### src/rtl/leve_pkg.sv
// Shared definitions for the leve2 decode stage: default sizes, instruction
// field positions and the operand/register-index types.
package leve_pkg;

  localparam int XLEN_DEF    = 32;
  localparam int NUM_REG_DEF = 32;
  localparam int MAX_NREAD   = 3;

  // Instruction field bit positions (each register field is 5 bits wide).
  localparam int RIDX_W  = 5;
  localparam int RD_LSB  = 7;
  localparam int RS1_LSB = 15;
  localparam int RS2_LSB = 20;
  localparam int RS3_LSB = 27;

  typedef logic [RIDX_W-1:0] ridx_t;

  // Operand bundle for the widest configuration, index 0 = rs1.
  typedef logic [MAX_NREAD-1:0][XLEN_DEF-1:0] opnd_arr_t;

  // Source register index n (0 = rs1, 1 = rs2, 2 = rs3) of an instruction.
  function automatic ridx_t src_field(input logic [31:0] instr, input int n);
    case (n)
      0:       return instr[RS1_LSB +: RIDX_W];
      1:       return instr[RS2_LSB +: RIDX_W];
      default: return instr[RS3_LSB +: RIDX_W];
    endcase
  endfunction

  // Destination register index of an instruction.
  function automatic ridx_t rd_field(input logic [31:0] instr);
    return instr[RD_LSB +: RIDX_W];
  endfunction

endpackage

### src/rtl/leve2_regfile.sv
// Architectural register file: NREAD combinational read ports, one write
// port. x0 is hard-wired to zero and a same-cycle write is visible on reads.
// The storage is deliberately not reset.
module leve2_regfile
  import leve_pkg::*;
#(
  parameter int XLEN    = XLEN_DEF,
  parameter int NUM_REG = NUM_REG_DEF,
  parameter int NREAD   = 2
) (
  input  logic                        CLK,
  input  logic                        WE,
  input  ridx_t                       WA,
  input  logic [XLEN-1:0]             WD,
  input  ridx_t [NREAD-1:0]           RA,
  output logic [NREAD-1:0][XLEN-1:0]  RD
);

  logic [XLEN-1:0] mem [NUM_REG];

  // Write port; writes to x0 are dropped so x0 never holds data.
  always_ff @(posedge CLK) begin
    if (WE && (WA != '0)) begin
      mem[WA] <= WD;
    end
  end

  // Read ports with x0 forced to zero and write-through of the current write.
  always_comb begin
    RD = '0;
    for (int i = 0; i < NREAD; i++) begin
      if (RA[i] == '0) begin
        RD[i] = '0;
      end else if (WE && (WA == RA[i])) begin
        RD[i] = WD;
      end else begin
        RD[i] = mem[RA[i]];
      end
    end
  end

endmodule

### src/rtl/leve2_id.sv
// Instruction decode stage: reads source operands (with EX and WB
// forwarding), detects load-use hazards against the instruction in EX and
// registers PC/instruction/operands toward EX.
//
// Handshake: a transfer on either side happens on a rising edge where
// valid and ready are both high in the preceding cycle. IF_READY is
// combinational and never depends on IF_VALID. OVALID, once high, stays
// high with stable OPC/OINSTR/RS until OREADY is seen, except that FLUSH
// or RST drops it.
module leve2_id
  import leve_pkg::*;
#(
  parameter int XLEN    = XLEN_DEF,
  parameter int NUM_REG = NUM_REG_DEF,
  parameter int NREAD   = 2,
  parameter int CNTW    = 32
) (
  input  logic                        CLK,
  input  logic                        RST,
  input  logic                        IF_VALID,
  output logic                        IF_READY,
  input  logic [XLEN-1:0]             IF_PC,
  input  logic [31:0]                 IF_INSTR,
  input  logic                        FLUSH,
  output logic                        OVALID,
  input  logic                        OREADY,
  output logic [XLEN-1:0]             OPC,
  output logic [31:0]                 OINSTR,
  output logic [NREAD-1:0][XLEN-1:0]  RS,
  input  logic                        EX_WE,
  input  logic                        EX_RD_VALID,
  input  logic [XLEN-1:0]             EX_RD,
  input  logic                        WB_WE,
  input  logic [4:0]                  WB_WA,
  input  logic [XLEN-1:0]             WB_RD,
  output logic [CNTW-1:0]             STALL_CNT
);

  ridx_t [NREAD-1:0]          src;
  ridx_t                      ex_rd;
  logic                       ex_fwd;
  logic                       src_hit;
  logic                       hazard;
  logic                       capture;
  logic [NREAD-1:0][XLEN-1:0] rf_rd;
  logic [NREAD-1:0][XLEN-1:0] opnd;

  // Source register indices of the instruction presented by fetch.
  always_comb begin
    src = '0;
    for (int i = 0; i < NREAD; i++) begin
      src[i] = src_field(IF_INSTR, i);
    end
  end

  leve2_regfile #(
    .XLEN    (XLEN),
    .NUM_REG (NUM_REG),
    .NREAD   (NREAD)
  ) u_regfile (
    .CLK (CLK),
    .WE  (WB_WE),
    .WA  (WB_WA),
    .WD  (WB_RD),
    .RA  (src),
    .RD  (rf_rd)
  );

  assign ex_rd  = rd_field(OINSTR);
  assign ex_fwd = OVALID && EX_WE;

  // Load-use hazard: EX will write a used source but has no result yet.
  always_comb begin
    src_hit = 1'b0;
    for (int i = 0; i < NREAD; i++) begin
      if (src[i] == ex_rd) begin
        src_hit = 1'b1;
      end
    end
    hazard = !RST && ex_fwd && (ex_rd != '0) && src_hit && !EX_RD_VALID;
  end

  assign IF_READY = RST || (!hazard && (!OVALID || OREADY));
  assign capture  = IF_VALID && IF_READY && !FLUSH;

  // Operand select: x0, then EX result, then the register file (which
  // already covers the WB write-through case).
  always_comb begin
    opnd = '0;
    for (int i = 0; i < NREAD; i++) begin
      if (src[i] == '0) begin
        opnd[i] = '0;
      end else if (ex_fwd && (ex_rd == src[i])) begin
        opnd[i] = EX_RD;
      end else begin
        opnd[i] = rf_rd[i];
      end
    end
  end

  // Output register: flush beats capture beats hold; otherwise a bubble.
  always_ff @(posedge CLK) begin
    if (RST) begin
      OVALID <= 1'b0;
      OPC    <= '0;
      OINSTR <= '0;
      RS     <= '0;
    end else if (FLUSH) begin
      OVALID <= 1'b0;
    end else if (capture) begin
      OVALID <= 1'b1;
      OPC    <= IF_PC;
      OINSTR <= IF_INSTR;
      RS     <= opnd;
    end else if (OVALID && !OREADY) begin
      OVALID <= 1'b1;
    end else begin
      OVALID <= 1'b0;
    end
  end

  // Saturating count of cycles where fetch is held back by a hazard.
  always_ff @(posedge CLK) begin
    if (RST) begin
      STALL_CNT <= '0;
    end else if (IF_VALID && hazard && (STALL_CNT != '1)) begin
      STALL_CNT <= STALL_CNT + 1'b1;
    end
  end

endmodule

### config.mk
export PLATFORM = sky130hd
export DESIGN_NAME = leve2_id
export DESIGN_NICKNAME = d
export VERILOG_FILES = /design/src/rtl/leve_pkg.sv /design/src/rtl/leve2_regfile.sv /design/src/rtl/leve2_id.sv
export SDC_FILE = /design/constraint.sdc
export NUM_CORES = 2
export LEC_CHECK = 0
export CAP_MARGIN = 20
export CORE_ASPECT_RATIO = 0.9
export CORE_MARGIN = 2
export CORE_UTILIZATION = 45
export DETAILED_ROUTE_END_ITERATION = 8
export PLACE_DENSITY = 0.73
export SLEW_MARGIN = 30
export SYNTH_ARGS = -nofsm -noshare
export SYNTH_HDL_FRONTEND = slang
export SYNTH_SLANG_ARGS = --single-unit
### constraint.sdc
create_clock -name CLK -period 3.5 [get_ports CLK]
set_clock_uncertainty 0.05 [all_clocks]
set_input_delay 0.525 -clock CLK [delete_from_list [all_inputs] [get_ports CLK]]
set_output_delay 0.525 -clock CLK [all_outputs]
set_load 0.05 [all_outputs]
# Word level (Yosys, flattened, before mapping)

Memories as Yosys holds them, arrays and structs flattened.
Index checks and enable logic that the tools add are counted.

Bits in registers: 161
Bits in writable memories: 1024
Input port bits: 141
Logic and storage cells: 58
Memories: 1

$add $sub $neg: 1
Equality and inequality tests: 7
Mux-type cells: 12
Bitwise gates (word level): 1
Reductions and logical operators: 30

Memory list:

| name          | words | bits a word | rd ports | clocked after Yosys merged registers in | write ports | RTL line            | RTL |
|---|---|---|---|---|---|---|---|
| u_regfile.mem | 32    | 32          | 2        | 0                                       | 1           | leve2_regfile.sv:19 | `logic [XLEN-1:0] mem [NUM_REG];` |

Operator list:

| cell                  | number |
|---|---|
| $mux 32               | 6 |
| $add 32x1->32 const B | 1 |
| $ne 32x32->1 const B  | 1 |
| $eq 5x5->1            | 6 |
| $logic_and 1x1->1     | 16 |
| $logic_not 5->1       | 2 |
| $reduce_bool 5->1     | 2 |
| $logic_not 1->1       | 6 |
| $mux 1                | 6 |
| $logic_or 1x1->1      | 2 |
| $reduce_and 2->1      | 1 |
| $reduce_or 2->1       | 1 |
| $not 1->1             | 1 |

# Longest topological paths before layout

Depth after elaboration: 11
Gate-level depth with buffers: 11

# By module

Synthesis repeated with hierarchy kept, for this count alone.

Cell total of the unflattened synthesis: 3262
Area total of the unflattened synthesis: 55318.1 sq um

Modules (own cells, without submodules):

| module        | times used | cells each | area an instance (sq um) |
|---|---|---|---|
| leve2_regfile | 1          | 2520       | 47869.7 |
| leve2_id      | 1          | 742        | 7448.4 |

# Worst setup path after synthesis

OpenSTA, ideal clock, no wires.

Kind: input port to flip-flop
Start: in WB_WA[3]
End: mem u_regfile.mem[25][0] (netlist bit) (enable)
Library setup time: 421 ps
Arrival: 2477 ps
Path slack: 551 ps
Stages: 4
Path buffers: 1
Cell sequence: clkbuf_1 nor2b_1 nand3_1 nor2_1

Longest elaborated chain between the ends: 4

RTL lines:

| item                         | RTL line            | RTL |
|---|---|---|
| from (decl)                  | leve2_id.sv:34      | `input logic [4:0] WB_WA,` |
| $reduce_bool 5->1            | leve2_regfile.sv:23 | `if (WE && (WA != '0)) begin` |
| $logic_and 1x1->1            | leve2_regfile.sv:23 |  |
| $mux 1                       | leve2_regfile.sv:23 |  |
| $mux 1 (implied by the code) | leve2_regfile.sv:24 | `mem[WA] <= WD;` |
| to (decl)                    | leve2_regfile.sv:19 |  |

Several ways; a longest one is shown, not always the timed one.

# Final worst setup path

Start: reg OINSTR[10]
End: out IF_READY

Longest elaborated chain between the ends: 8

RTL lines:

| item                             | RTL line        | RTL |
|---|---|---|
| from (decl)                      | leve2_id.sv:28  | `output logic [31:0] OINSTR,` |
| from (signal assigned)           | leve2_id.sv:106 | `OINSTR <= '0;` |
| from (signal assigned)           | leve2_id.sv:113 | `OINSTR <= IF_INSTR;` |
| $eq 5x5->1                       | leve2_id.sv:76  | `if (src[i] == ex_rd) begin` |
| $mux 1 (2 in a row)              | leve2_id.sv:76  |  |
| $logic_and 1x1->1 * (2 in a row) | leve2_id.sv:80  | `hazard = !RST && ex_fwd && (ex_rd != '0) && src_hit && !EX_RD_VALID;` |
| $logic_not 1->1 *                | leve2_id.sv:83  | `assign IF_READY = RST \|\| (!hazard && (!OVALID \|\| OREADY));` |
| $logic_and 1x1->1 *              | leve2_id.sv:83  |  |
| $logic_or 1x1->1 *               | leve2_id.sv:83  |  |
| to (decl)                        | leve2_id.sv:21  | `output logic IF_READY,` |

Mark *: on every way between the ends. The rest lies on a longest branch, timed or not.

==> results.txt <==
cell taking the most area after synthesis: edfxtp_1
crit-path cells: xnor2_1 -> nand3_1 -> o22ai_2 -> buf_4 -> a21oi_1 -> or2_2 -> buf_4
hold slack: 0.139 ns
CP Depth: 7
core area: 0.121 sq mm
Largest delay share family, worst path: flip-flops
Worst-Skew Late Latency: 0.75 ns
clock slew at reported path FFs: 0.06 ns
GRT Residual Overflow: 0
Yosys top cell area share: 0.564
Main synth FF type: edfxtp_1
# IOs: 303
Layout fillers: 9384
setup TNS: 0 ns
Tmin final: 3.40 ns
ys async rst share: 0
Slew Viols, Final: 0
Max-cap violations: 0
postcts setup bufs: 0
crit path max fanout: 9
worst hold path endpoint: STALL_CNT[10]
placed cell count: 5295
gpl congestion: 0.847
Post-synth EDFFs: 1024
CTS tree: done
Setup-failing EPs final: 0
Starting Density: 0.452
hold crit path type: in -> reg
CTS H-tree depth: 3
Place WS: 0.165 ns
wirelength, routed: 178000 microns
Crit-path slowest cell: dfxtp_1
routed len/inst: 32.3 microns
unrepaired setup endpoints after global routing: no
die height: 334 microns
Required @ worst endpoint: 2.92 ns
CTS sink count: 1185
top cells by count, synth: 1024 x edfxtp_1, 385 x mux2i_1, 320 x mux4_2, 212 x clkbuf_1, 175 x nand2_1
Buf/Inv on CP: 2
slew margin rel.: 0.317
Peak Freq: 0.294 GHz
global-route wire length before repair: 253000 microns
Avg Synthesized Cell Area: 15.8 sq um
mapped cell area: 0.0545 sq mm
WP data arrival: 2.82 ns
ratio of cells with drive above 1 in the final layout: 0.221
DRT Pass-1 Iters: 9
hold depth: 2
Lkg Pwr: 0.0219 uW
failing checks: DRC
vias in the first global route: 36.3k
r2r setup slk: 0.63 ns
Power Density: 488 mW/mm^2
top cells by area, synth: edfxtp_1 56%, mux4_2 13%, mux2i_1 7.1%
root buf cell: clkbuf_16
die width: 371 microns
DR vias/cell: 6.74
Seq/Total Area, Yosys: 0.623
initial antenna violation count: 14
post-route setup slack: 0.100 ns
largest net degree at the start of global routing: 100
clock buffer depth: 3
CP endpoint kind: output pin
Synth warnings: 0
Largest stage delay, worst path: 0.57 ns
DP Wirelength: 106000 microns
GR Util All Layers: 0.283
reg-to-reg critical path endpoint: STALL_CNT[16]
reg2reg start: OINSTR[10]
Final Non-Filler Cells: 5520
Buffers on Ports: 302
crit path launch type: flip-flop
synth unique cells: 53
Worst IR Drop VDD: 0.434 mV
Area Growth Syn to Fin: 19.6%
Final period util: 0.971
Final ANT Viol Nets: 0
run status: complete, but fails checks
number of buffers created by CTS: 118
Mapped Cells: 3447
# rows: 121
Yosys reg bits: 1185
most used cell, CP: buf_4
most frequent cell after synthesis: edfxtp_1
Worst-Margin Slew: 1.02 ns
DR iter-0 viols: 6263
final hold violation count: 0
Residual DRC: 1
die area: 0.124 sq mm
Crit Path Category: reg -> out
via count: 37.2k
Net count, final: 3958
Hold Crit Start: RST
R2R cell count: 7
==> worst max path at each step <==
stage	slack (ns)	endpoint	start
after floorplan	0.55	u_regfile.mem[25][0]	WB_WA[3]
after global placement	0.17	RS[40]	EX_WE
after detailed placement	0.17	RS[16]	IF_INSTR[15]
after CTS	0.01	IF_READY	OINSTR[11]
after global routing	0.0006	IF_READY	OINSTR[10]
final	0.10	IF_READY	OINSTR[10]
==> placed cells by master, fill, tap and decap left out, types with 38 or more instances in the layout <==
cell                n
a21oi_1           147
mux2_2             76
mux4_2            320
o22ai_1            64
clkbuf_16         124
nand2_1           175
dfxtp_1           161
nand3_1            51
a221oi_1           46
buf_4             156
a22oi_1            82
mux2i_1           385
clkdlybuf4s50_1   290
o211ai_1           64
buf_12             67
o221ai_1           64
a221o_1            64
a211oi_1           64
edfxtp_1         1024
and3_1             65
o21ai_0            38
==> cell families (layout without fill, tap and decap cells) <==
logic type | Yosys count | in the layout | share of synthesized area
flip-flops | 1185 | 1185 | 0.623
multiplexers | 781 | 781 | 0.218
AO/OA/AOI/OAI | 685 | 685 | 0.0913
AND/OR/NAND/NOR | 434 | 434 | 0.0386
buffers and inverters | 339 | 778 | 0.0252
XOR/XNOR | 21 | 21 | 0.00337
adder cells (fa/ha/maj) | 1 | 1 | 0.000229
other | 1 | 36 | 0.0000687
==> worst reg2reg max path: cells and delay by family (launching register included) <==
family | cells | cell delay, ns
AOI/OAI and AO/OA | 1 | 0.28
xor gates and xnor gates | 1 | 0.17
buffers and inverters | 1 | 0.24
DFF | 1 | 0.57
muxes | 1 | 0.37
and+or+nand+nor | 3 | 1.09
==> layout make-up <==
class,instances,area [sq um],area share
Antenna cell,4,10.0,0.000153
Tap cell,1599,2000,0.0307
Timing Repair Buffer,521,5540,0.0849
Clock inverter,56,553,0.00848
Sequential cell,1185,34000,0.521
Inverter,36,135,0.00207
Clock buffer,165,3360,0.0515
Multi-Input combinational cell,1954,19700,0.302
==> registers in the layout, indices dropped and copies added (netlist names) <==
signal	cells
OINSTR	32
OPC	32
OVALID	1
RS	64
STALL_CNT	32
u_regfile.mem	1024
==> layer usage <==
metal  track usage  vias to the layer above  share of wire
met5             0                        -        0.00019
met4         0.109                        6          0.042
met3        0.0863                      501           0.14
met2         0.426                     2978           0.44
met1         0.387                    18700           0.37
li1              -                    15000              -
==> metrics by stage <==
stage	power [uW]	area [sq um]	util
floorplan	17800	54700	-
global placement	19200	61300	0.508
detailed placement	19300	61300	0.508
CTS	31900	65200	0.541
global route	32600	65200	0.541
finish	31800	65200	0.541
==> timing repair <==
action                                  in CTS  in global routing
gates resized for setup                      0                  1
endpoints found under the setup margin       0                  1
hold buffers                                 0                  0
==> where the power goes <==
part | internal [uW] | switching (uW) | total (uW)
sequential | 15600 | 152 | 15700
combinational | 1310 | 2010 | 3320
clock | 7290 | 5490 | 12800
No activity file was read; power rests on OpenSTA's default activity.
